===== config.mk =====
export PLATFORM = sky130hd
export DESIGN_NAME = setuphold_bist_ctrl
export DESIGN_NICKNAME = d
export VERILOG_FILES = /design/src/rtl/setuphold_pkg.sv /design/src/rtl/bist_lfsr.sv /design/src/rtl/setuphold_bist_ctrl.sv
export SDC_FILE = /design/constraint.sdc
export NUM_CORES = 1
export LEC_CHECK = 0
export BUFFER_PORTS_ARGS = -buffer_cell sky130_fd_sc_hd__buf_4
export CAP_MARGIN = 20
export CORE_MARGIN = 2
export CORE_UTILIZATION = 51
export DETAILED_ROUTE_END_ITERATION = 8
export PLACE_DENSITY = 0.79
export SKIP_LAST_GASP = 1
export SYNTH_ARGS = -nofsm -noshare
export SYNTH_HDL_FRONTEND = slang
export SYNTH_SLANG_ARGS = --single-unit

===== constraint.sdc =====
create_clock -name clk -period 1.84 [get_ports clk]
set_input_delay 0.276 -clock clk [delete_from_list [all_inputs] [get_ports clk]]
set_output_delay 0.276 -clock clk [all_outputs]
set_load 0.005 [all_outputs]

===== src/rtl/setuphold_pkg.sv =====
// setuphold_pkg: shared state type, LFSR constants and step function for the setup/hold BIST
package setuphold_pkg;
  typedef enum logic [1:0] {IDLE, RUN, DRAIN, DONE} bist_state_t;
  localparam logic [7:0] LFSR_TAPS = 8'hB8;
  localparam logic [7:0] DEFAULT_SEED = 8'hA5;
  function automatic logic [7:0] lfsr_step(input logic [7:0] s);
    return {^(s & LFSR_TAPS), s[7:1]};
  endfunction
endpackage


===== src/rtl/bist_lfsr.sv =====
// bist_lfsr: 8-bit Fibonacci LFSR; on load the seed bit is presented and stepped past in the same cycle
module bist_lfsr import setuphold_pkg::*; (
  input  logic       clk,
  input  logic       rst_n,
  input  logic       load,
  input  logic       en,
  input  logic [7:0] seed,
  output logic       bit_o
);
  logic [7:0] lfsr_q, lfsr_d, cur;
  always_comb begin
    cur = load ? seed : lfsr_q;
    lfsr_d = en ? lfsr_step(cur) : cur;
  end
  assign bit_o = cur[0];
  always_ff @(posedge clk or negedge rst_n)
    if (!rst_n) lfsr_q <= DEFAULT_SEED;
    else lfsr_q <= lfsr_d;
endmodule


===== src/rtl/setuphold_bist_ctrl.sv =====
// setuphold_bist_ctrl: launches a pattern into a 1-bit RUT, realigns expected bits by CAP_LAT
// and counts mismatches against q_in, reporting first failing index and pass/fail.
module setuphold_bist_ctrl import setuphold_pkg::*; #(
  parameter int         N_VECTORS = 16,
  parameter int         CAP_LAT   = 1,
  parameter int         ERR_W     = 8,
  parameter logic [7:0] SEED      = DEFAULT_SEED
) (
  input  logic                         clk,
  input  logic                         rst_n,
  input  logic                         start,
  input  logic                         abort,
  input  logic                         mode,
  input  logic                         q_in,
  output logic                         d_out,
  output logic                         busy,
  output logic                         done,
  output logic                         pass,
  output logic [ERR_W-1:0]             err_count,
  output logic [$clog2(N_VECTORS)-1:0] first_err_idx
);
  localparam int IW = $clog2(N_VECTORS);
  localparam int CW = $clog2(CAP_LAT + 1);
  localparam logic [IW-1:0] LAST = IW'(N_VECTORS - 1);
  localparam logic [CW-1:0] DRAIN_END = CW'(CAP_LAT);
  bist_state_t state_q, state_d;
  logic [IW-1:0] idx_q, idx_d, cidx_q, cidx_d, fidx_q, fidx_d;
  logic [CW-1:0] cnt_q, cnt_d;
  logic [ERR_W-1:0] err_q, err_d;
  logic [CAP_LAT-1:0] dl_b_q, dl_b_d, dl_v_q, dl_v_d;
  logic d_out_q, d_out_d, lv_q, lv_d, first_q, first_d;
  logic go, launch, pat, lfsr_bit, cmp_v, mis;

  bist_lfsr u_lfsr (
    .clk   (clk),
    .rst_n (rst_n),
    .load  (go),
    .en    (launch),
    .seed  (SEED),
    .bit_o (lfsr_bit)
  );

  // idx_q is kept at zero outside RUN so the start cycle launches vector 0
  always_comb begin
    go = start && !abort && (state_q == IDLE || state_q == DONE);
    launch = go || (!abort && state_q == RUN);
    pat = mode ? idx_q[0] : lfsr_bit;
    cmp_v = dl_v_q[CAP_LAT-1];
    mis = cmp_v && (dl_b_q[CAP_LAT-1] != q_in);
    dl_b_d = CAP_LAT'({dl_b_q, d_out_q});
    dl_v_d = CAP_LAT'({dl_v_q, lv_q});
    err_d = (mis && err_q != '1) ? err_q + 1'b1 : err_q;
    first_d = first_q || mis;
    fidx_d = (mis && !first_q) ? cidx_q : fidx_q;
    cidx_d = cidx_q + IW'(cmp_v);
    state_d = state_q;
    idx_d = launch ? idx_q + 1'b1 : idx_q;
    cnt_d = cnt_q;
    d_out_d = launch ? pat : d_out_q;
    lv_d = launch;
    if (abort || go) begin
      state_d = abort ? IDLE : RUN;
      idx_d = abort ? '0 : idx_d;
      d_out_d = abort ? 1'b0 : d_out_d;
      err_d = '0;
      fidx_d = '0;
      first_d = 1'b0;
      cidx_d = '0;
      dl_v_d = '0;
    end else if (state_q == RUN && idx_q == LAST) begin
      state_d = DRAIN;
      idx_d = '0;
      cnt_d = '0;
    end else if (state_q == DRAIN) begin
      state_d = (cnt_q == DRAIN_END) ? DONE : DRAIN;
      cnt_d = cnt_q + 1'b1;
    end
  end

  always_ff @(posedge clk or negedge rst_n)
    if (!rst_n) begin
      state_q <= IDLE;
      idx_q <= '0;
      cidx_q <= '0;
      fidx_q <= '0;
      cnt_q <= '0;
      err_q <= '0;
      dl_b_q <= '0;
      dl_v_q <= '0;
      d_out_q <= 1'b0;
      lv_q <= 1'b0;
      first_q <= 1'b0;
    end else begin
      state_q <= state_d;
      idx_q <= idx_d;
      cidx_q <= cidx_d;
      fidx_q <= fidx_d;
      cnt_q <= cnt_d;
      err_q <= err_d;
      dl_b_q <= dl_b_d;
      dl_v_q <= dl_v_d;
      d_out_q <= d_out_d;
      lv_q <= lv_d;
      first_q <= first_d;
    end

  assign d_out = d_out_q;
  assign busy = (state_q == RUN) || (state_q == DRAIN);
  assign done = (state_q == DONE);
  assign pass = done && (err_q == '0);
  assign err_count = err_q;
  assign first_err_idx = fidx_q;
endmodule


# ---- After elaboration in Yosys (flattened, before gate mapping)
# Cells that the tools add are included.
# Widths: inputs -> output; s select.
dict set report word_totals {
  ff_bits 36
  output_inout_bits 16
}
dict set report classes {
  add_sub_neg 4
  n_eq_ne 6
  n_mux 24
  bitwise 1
  n_reduce_logical 23
}
# operator count
set op_table {}
lappend op_table {{$mux 8} 4}
lappend op_table {{$mux 4} 7}
lappend op_table {{$mux 1} 10}
lappend op_table {{$add 8x1->8 const B} 1}
lappend op_table {{$logic_and 1x1->1} 8}
lappend op_table {{$logic_not 8->1} 1}
lappend op_table {{$ne 8x8->1 const B} 1}
lappend op_table {{$reduce_xor 8->1} 1}
lappend op_table {{$mux 2} 3}
lappend op_table {{$reduce_bool 2->1} 3}
lappend op_table {{$logic_or 1x1->1} 5}
lappend op_table {{$add 4x1->4} 1}
lappend op_table {{$add 4x1->4 const B} 1}
lappend op_table {{$eq 2x2->1 const B} 2}
lappend op_table {{$eq 4x4->1 const B} 1}
lappend op_table {{$reduce_bool 3->1} 1}
lappend op_table {{$eq 2x1->1 const B} 1}
lappend op_table {{$logic_not 1->1} 2}
lappend op_table {{$logic_not 2->1} 1}
lappend op_table {{$reduce_and 2->1} 1}
lappend op_table {{$add 1x1->1 const B} 1}
lappend op_table {{$ne 1x1->1} 1}
lappend op_table {{$not 1->1} 1}

# ---- Longest topological paths before layout
# Gate-level depths: netlist (run 1).
dict set report logic_depth {
  ltp_word 8
  mapped_depth 8
}

# ---- Modules after synthesis
# Synthesis (run 1) repeated with hierarchy kept, for this count alone.
dict set report hier_totals {
  cells_unflattened 174
  area_unflattened_um2 1935.6
}
# mod n_inst cells_per_inst area_per_inst_um2 seq_area_each_um2
set by_module_without_submodules {}
lappend by_module_without_submodules {setuphold_bist_ctrl 1 142 1491.4 700.7}
lappend by_module_without_submodules {bist_lfsr 1 32 444.2 205.2}

# ---- Least setup slack after synthesis (run 1)
# OpenSTA, ideal clock, no wires.
dict set report synth_timing {
  path_kind {flip-flop to flip-flop}
  from {register state_q[0]}
  to {register cidx_q[2]}
  setup_time_ns 0.132
  t_arrival_ns 1.626
  required_time_ns 1.708
  setup_slack_ns 0.082
  path_stages_with_launch 9
  path_buffers 3
  synth_period_minus_slack_ns 1.758
  path_cell_list {dfrtp_1 -> inv_1 -> ha_1 -> and2_1 -> clkbuf_1 -> or2_2 -> clkbuf_1 -> clkbuf_1 -> nor2_1}
}
dict set report synth_via {
  elab_chain_len 5
}
# element line
set synth_rtl {}
lappend synth_rtl {{start: declaration} setuphold_bist_ctrl.sv:26} ;# bist_state_t state_q, state_d;
lappend synth_rtl {{start signal: assignment} setuphold_bist_ctrl.sv:94} ;# state_q <= state_d;
lappend synth_rtl {{$eq 2x2->1 or $logic_not 2->1 (tied branches)} setuphold_bist_ctrl.sv:45} ;# go = start && !abort && (state_q == IDLE || state_q == DONE);
lappend synth_rtl {{$logic_or 1x1->1 (*)} setuphold_bist_ctrl.sv:45}
lappend synth_rtl {{$logic_and 1x1->1 (*)} setuphold_bist_ctrl.sv:45}
lappend synth_rtl {{$logic_or 1x1->1 (*)} setuphold_bist_ctrl.sv:61} ;# if (abort || go) begin
lappend synth_rtl {{$mux 4 (*)} setuphold_bist_ctrl.sv:61}
lappend synth_rtl {{net cidx_d[2]} setuphold_bist_ctrl.sv:27} ;# logic [IW-1:0] idx_q, idx_d, cidx_q, cidx_d, fidx_q, fidx_d;
lappend synth_rtl {{end signal: assignment} setuphold_bist_ctrl.sv:96} ;# cidx_q <= cidx_d;
lappend synth_rtl {{end: declaration} setuphold_bist_ctrl.sv:27}
# Mark *: on every way through the listed nets, which the timed path passes. The rest lies on a longest branch.
# A chain may end at the register's enable or synchronous reset.

# ---- Worst setup path in the final report (run 1)
dict set report layout_timing {
  from {register err_q[4] (netlist: err_count[4])}
  to {output port pass}
}
dict set report layout_via {
  elab_chain_len 2
}
# element line
set layout_rtl {}
lappend layout_rtl {{start: declaration} setuphold_bist_ctrl.sv:29} ;# logic [ERR_W-1:0] err_q, err_d;
lappend layout_rtl {{start signal: assignment} setuphold_bist_ctrl.sv:99} ;# err_q <= err_d;
lappend layout_rtl {{$logic_not 8->1} setuphold_bist_ctrl.sv:110} ;# assign pass = done && (err_q == '0);
lappend layout_rtl {{$logic_and 1x1->1} setuphold_bist_ctrl.sv:110}
lappend layout_rtl {{end: declaration} setuphold_bist_ctrl.sv:18} ;# output logic pass,
# No other way between the ends.

==> results.json, run 1 <==
{
  "num_antenna_cells": 0,
  "clock-sinks": 36,
  "placed_cell_count": 234,
  "detail_route.iter0.violations": 71,
  "globalRouteMet3Util": 0.0577,
  "report.final.hold_viol_count": 0,
  "regToRegStartpoint": "err_count[4]",
  "cp.arrival_ns": 1.59,
  "post_route_cell_area_um2": 2140,
  "ir_drop_uv": 507,
  "std_cell_rows": 21,
  "crit_path_max_fanout": 2,
  "min-delay-start": "abort",
  "cts-buffers-inserted": 5,
  "synthArstFlopShare": 1.00,
  "htreeDepth": 2,
  "drt.antenna.violating_nets": 0,
  "grt_pass1_vias": 1387,
  "skew_ns": 0.0138,
  "grt_antenna_before_repair": 0,
  "synth_seq_cells": 36,
  "edff_count_synth": 0,
  "setup.worst_path.start_class": "flop",
  "via_per_inst": 5.55,
  "mostFrequentLayoutCells": "sky130_fd_sc_hd__buf_4 (31), sky130_fd_sc_hd__dfrtp_1 (30), sky130_fd_sc_hd__nor2_1 (20), sky130_fd_sc_hd__o21ai_0 (8), sky130_fd_sc_hd__ha_1 (8)",
  "clk_path_buf_depth": 2,
  "share_of_cells_above_drive_strength_1": 0.248,
  "die_w_um": 63.0,
  "grt-busiest-layer": "met2",
  "drc": 0,
  "die_height_um": 63.0,
  "register_cell_area_after_layout_um2": 908,
  "grt_max_degree": 37,
  "maxSlewHeadroom": 0.704,
  "regToRegSetupSlack_ns": 0.06,
  "worst_path_dominant_cell_family": "simple AND/OR/NAND/NOR gates",
  "worst_hold_path.endpoint": "idx_q[1]",
  "cp_slowest_cell": "sky130_fd_sc_hd__or4_4",
  "synth_largest_type_area_fraction": 0.451,
  "final_util": 0.642,
  "finish.cell_count_without_fillers": 248,
  "detailedRoute.firstPassIterationCount": 4,
  "cts_root_buffer": "sky130_fd_sc_hd__clkbuf_4",
  "multi_input_area_um2": 831,
  "min_path_cells": 2,
  "detail_route.wl_per_cell_um": 14.2,
  "synth.yosys.warnings": 0,
  "num_io_pins": 22,
  "design.die.area_um2": 3970,
  "cts.clk_slew.worst_paths_ns": 0.11,
  "ff2ff_path_depth": 6,
  "timing.critical_path.to_type": "output port",
  "finalSetupViolations": 1,
  "regToRegEndpoint": "err_count[4]",
  "failing_checks": "setup timing",
  "syn_avg_cell_area_um2": 10.4,
  "drv_slew": 0,
  "postSynthNetCount": 185,
  "final.fill_count": 260,
  "synthesis.area_um2": 1770,
  "syn_to_final_growth_pct": 20.7,
  "place_area_um2": 1990,
  "grt_use_met1": 0.264,
  "synth-seq-area-share": 0.511,
  "grt_remaining_overflow": 0,
  "timing.critical_path.cells": "or4_4 -> nor4_4 -> buf_4",
  "path_buf_inv": 1,
  "core-area_um2": 3340,
  "cp.required_ns": 1.56,
  "grtUsageTotal": 0.210,
  "clock_latency_ns": 0.34,
  "achievable-frequency_mhz": 536,
  "timing.final.ws_setup_ns": -0.0241,
  "tritoncts_clock_tree": "done",
  "synth.largest_area_cell": "sky130_fd_sc_hd__dfrtp_1",
  "wl_um": 3520,
  "holdCritPathClass": "in -> reg",
  "pwr_density_cell_nw_per_um2": 781,
  "total_of_buffers_placed_on_input_and_output_ports": 21,
  "postSynthCellCount": 171,
  "biggest_cell_delay_along_the_critical_path_ns": 0.55,
  "criticalPathCategory": "reg -> out",
  "detail_placement_hpwl_um": 2490,
  "grt_first_pass_wirelength_um": 6500,
  "finalWorstPathRequiredPeriod_ns": 1.86,
  "grtUsageMet2": 0.348,
  "synth_cell_type_count": 38,
  "worst_pin_slew_ns": 0.443,
  "route.vias.total": 1376,
  "ys.flop_type": "sky130_fd_sc_hd__dfrtp_1",
  "gp_congestion": 0.819,
  "initial_standard_cell_utilization_of_the_core": 0.532,
  "total_power_mw": 1.67,
  "rsz0062_at_grt": "true",
  "p_leak_nw": 1.01,
  "fin_nets": 215,
  "synth.area.top_cells": "sky130_fd_sc_hd__dfrtp_1 (45%), sky130_fd_sc_hd__dfstp_2 (5.9%), sky130_fd_sc_hd__ha_1 (5.6%)",
  "max-cap-violations": 0,
  "status": "finished with violations",
  "final_common_cell": "sky130_fd_sc_hd__buf_4",
  "finalCritPeriodShare": 1.01
}
## synth_stat cells (3+ instances only)
| master | n |
|---|---|
| sky130_fd_sc_hd__dfrtp_1 | 32 |
| sky130_fd_sc_hd__nor2_1 | 20 |
| sky130_fd_sc_hd__o21ai_0 | 9 |
| sky130_fd_sc_hd__clkbuf_1 | 8 |
| sky130_fd_sc_hd__ha_1 | 8 |
| sky130_fd_sc_hd__a21oi_1 | 7 |
| sky130_fd_sc_hd__inv_1 | 7 |
| sky130_fd_sc_hd__nand2_1 | 7 |
| sky130_fd_sc_hd__and2_1 | 6 |
| sky130_fd_sc_hd__mux2i_1 | 6 |
| sky130_fd_sc_hd__nand3_1 | 5 |
| sky130_fd_sc_hd__nand4_1 | 5 |
| sky130_fd_sc_hd__nor3_1 | 5 |
| sky130_fd_sc_hd__a32o_1 | 4 |
| sky130_fd_sc_hd__dfstp_2 | 4 |
| sky130_fd_sc_hd__nor3b_1 | 3 |
| sky130_fd_sc_hd__o22a_1 | 3 |
| sky130_fd_sc_hd__or4_1 | 3 |
| sky130_fd_sc_hd__xor2_1 | 3 |
## per-layer routing
metal,up-vias,share of wire
met5,-,0
met4,0,0.0082
met3,4,0.046
met2,34,0.52
met1,668,0.43
li1,670,-
## worst max path at each step
stage | cells past startpoint | from | end | slack, ns
3_5_place_dp | 7 | state_q[0] | idx_q[2] | 0.15
5_1_grt | 3 | err_count[4] | pass | -0.1
3_3_place_gp | 6 | state_q[0] | d_out | 0.22
2_1_floorplan | 8 | state_q[0] | cidx_q[2] | 0.08
6_report | 3 | err_count[4] | pass | -0.02
4_1_cts | 3 | err_count[4] | pass | -0.06
## state kept, by name, summed over array words and instances, names as in the netlist
signal and count:
dl_b_q 1, cnt_q 1, d_out 1, first_err_idx 4
first_q 1, cmp_v 1, idx_q 4, u_lfsr.lfsr_q 8
state_q 2, err_count 8, lv_q 1, cidx_q 4
## what timing repair did
item	4_1_cts	5_1_grt
resized for setup	2	7
setup buffers	2	3
pin swaps	0	1
hold buffers	1	0
endpoints found under the setup margin	1	8
hold endpoints to repair	32	0
## power by group
group	leakage (nW)	switching [mW]	total, mW	internal, mW
logic	0.500	0.111	0.226	0.115
clock network	0.0422	0.252	0.536	0.285
registers	0.466	0.0483	0.909	0.861
total	1.01	0.411	1.67	1.26
## through the flow
stage / setup TNS [ns] / hold WS, ns / setup WS (ns)
detailed placement: 0 / 0.259 / 0.151
global placement: 0 / 0.247 / 0.224
floorplan: 0 / -0.0196 / 0.0825
finish: -0.0241 / 0.176 / -0.0241
global route: -0.116 / 0.168 / -0.0999
CTS: -0.0619 / 0.151 / -0.0619
## cells by family after synthesis
kind of cell    share of synthesized area
flops                               0.511
mux                                0.0339
compound gates                      0.118
buf+inv                            0.0346
fa+ha+maj                          0.0564
simple gates                        0.199
xor+xnor                           0.0473
## layout make-up
class	instances	share of cell area
sequential	36	0.424
clock inverter	2	0.0164
clock buffer	6	0.0193
inverter	7	0.0123
tap	46	0.0269
timing repair buffer	32	0.113
multi-input combinational	119	0.388
No activity file was read; power rests on OpenSTA's default activity.
==> inputs of run 2 (changes only) <==
--- a/config.mk
+++ b/config.mk
@@ -8,9 +8,9 @@
 export BUFFER_PORTS_ARGS = -buffer_cell sky130_fd_sc_hd__buf_4
 export CAP_MARGIN = 20
 export CORE_MARGIN = 2
-export CORE_UTILIZATION = 51
+export CORE_UTILIZATION = 60
 export DETAILED_ROUTE_END_ITERATION = 8
-export PLACE_DENSITY = 0.79
+export PLACE_DENSITY = 0.87
 export SKIP_LAST_GASP = 1
 export SYNTH_ARGS = -nofsm -noshare
 export SYNTH_HDL_FRONTEND = slang
==> constraint.sdc (replaced) <==
create_clock -name clk -period 2.35 [get_ports clk]
set_input_delay 0.3525 -clock clk [delete_from_list [all_inputs] [get_ports clk]]
set_output_delay 0.3525 -clock clk [all_outputs]
set_load 0.005 [all_outputs]
==> run 2 against run 1 <==
Compared with the run above: the run now ends clean; power shrank 28%; final cell count shrank 9.7%; utilization grew 8.1 points.
==> results.json, run 2 (synthesis results as in run 1) <==
{
  "status": "complete, no violations",
  "grt_remaining_overflow": 0,
  "design.die.area_um2": 3410,
  "placed_cell_count": 215,
  "std_cell_rows": 19,
  "wl_um": 3420,
  "cts.clk_slew.worst_paths_ns": 0.11,
  "regToRegSetupSlack_ns": 0.37,
  "cts_root_buffer": "sky130_fd_sc_hd__clkbuf_4",
  "finish.cell_count_without_fillers": 224,
  "grt_first_pass_wirelength_um": 5780,
  "num_antenna_cells": 0,
  "cts_post_setup_buffers_inserted": 0,
  "ff2ff_path_depth": 6,
  "die_height_um": 58.4,
  "total_negative_slack_for_setup_checks_ns": 0,
  "tritoncts_clock_tree": "done",
  "finalWorstPathRequiredPeriod_ns": 2.05,
  "pwr_density_cell_nw_per_um2": 601,
  "num_io_pins": 22,
  "drt.antenna.violating_nets": 0,
  "fin_nets": 206,
  "initial_standard_cell_utilization_of_the_core": 0.638,
  "final_common_cell": "sky130_fd_sc_hd__dfrtp_1",
  "htreeDepth": 2,
  "gp_congestion": 0.861,
  "place_area_um2": 1940,
  "p_leak_nw": 0.957,
  "worst_pin_slew_ns": 0.595,
  "min_path_cells": 2,
  "setup.worst_path.start_class": "flop",
  "grt_max_degree": 37,
  "syn_to_final_growth_pct": 13.3,
  "max-cap-violations": 0,
  "crit_path_max_fanout": 7,
  "ir_drop_uv": 611,
  "criticalPathCategory": "reg -> out",
  "detailedRoute.firstPassIterationCount": 4,
  "hold_slack_ns": 0.225,
  "detail_placement_hpwl_um": 2370,
  "timing.critical_path.to_type": "output port",
  "grt_pass1_vias": 1279,
  "drc": 0,
  "post_route_cell_area_um2": 2010,
  "achievable-frequency_mhz": 488,
  "rsz0062_at_grt": "false",
  "route.vias.total": 1350,
  "finalCritPeriodShare": 0.871,
  "drv_slew": 0,
  "clk_path_buf_depth": 2,
  "detail_route.wl_per_cell_um": 15.3,
  "maxSlewHeadroom": 0.602,
  "core-area_um2": 2780,
  "holdCritPathClass": "in -> reg",
  "report.final.hold_viol_count": 0,
  "grtUsageTotal": 0.227,
  "final_util": 0.722,
  "total_of_buffers_placed_on_input_and_output_ports": 21,
  "detail_route.iter0.violations": 76,
  "die_w_um": 58.4,
  "via_per_inst": 6.03,
  "timing.final.ws_setup_ns": 0.302,
  "regToRegStartpoint": "state_q[0]",
  "skew_ns": 0.0109,
  "finalSetupViolations": 0,
  "min-delay-start": "abort",
  "worst_hold_path.endpoint": "idx_q[2]",
  "clock-sinks": 36,
  "grt_antenna_before_repair": 0,
  "cts-buffers-inserted": 5,
  "ctsResizeCount": 0,
  "cp.arrival_ns": 1.70,
  "clock_latency_ns": 0.35,
  "mostFrequentLayoutCells": "sky130_fd_sc_hd__dfrtp_1 (32), sky130_fd_sc_hd__buf_4 (22), sky130_fd_sc_hd__nor2_1 (20), sky130_fd_sc_hd__o21ai_0 (9), sky130_fd_sc_hd__ha_1 (8)",
  "cp.required_ns": 2.00,
  "total_power_mw": 1.21,
  "share_of_cells_above_drive_strength_1": 0.192,
  "pre_cts_slack_ns": 0.375,
  "regToRegEndpoint": "u_lfsr.lfsr_q[6]"
}
## run 2: worst max-delay path, cell delays in order, from the launching register on
cell                      delay, ns
sky130_fd_sc_hd__dfrtp_1       0.46
sky130_fd_sc_hd__or4_1         0.53
sky130_fd_sc_hd__nor4_1        0.20
sky130_fd_sc_hd__buf_4         0.16
## run 2: layout make-up
type | instances | area [um^2]
clock buffers | 5 | 37.5
clock inverters | 3 | 18.8
fillers | 207 | 772
inverters | 7 | 26.3
multi-input cells | 119 | 807
flip-flops and latches | 36 | 906
well taps | 31 | 38.8
repair buffers | 23 | 175
## run 2: worst max-delay path by stage
stage / from / end / slack (ns) / cells past startpoint
4_1_cts: err_count[4] / pass / 0.29 / 3
3_5_place_dp: state_q[0] / u_lfsr.lfsr_q[6] / 0.37 / 6
6_report: err_count[4] / pass / 0.30 / 3
5_1_grt: err_count[4] / pass / 0.15 / 3
3_3_place_gp: state_q[0] / u_lfsr.lfsr_q[4] / 0.53 / 6
2_1_floorplan: state_q[0] / cidx_q[2] / 0.59 / 8
## run 2: power breakdown
part / switching [mW] / internal [mW] / total, mW / leakage, nW
sequential: 0.0383 / 0.674 / 0.713 / 0.469
clock: 0.209 / 0.115 / 0.324 / 0.0349
combinational: 0.0911 / 0.0807 / 0.172 / 0.453
total: 0.338 / 0.870 / 1.21 / 0.957
## run 2: what timing repair did
action / 4_1_cts / 5_1_grt
endpoints found under the setup margin: 0 / 0
hold endpoints to repair: 32 / 0
hold buffers: 1 / 0
## run 2: metal layers
layer	track usage	wire (um)	up-vias
met4	0.0897	57	0
li1	-	-	646
met2	0.385	1780	38
met1	0.267	1430	659
met5	0	0	-
met3	0.0747	159	7
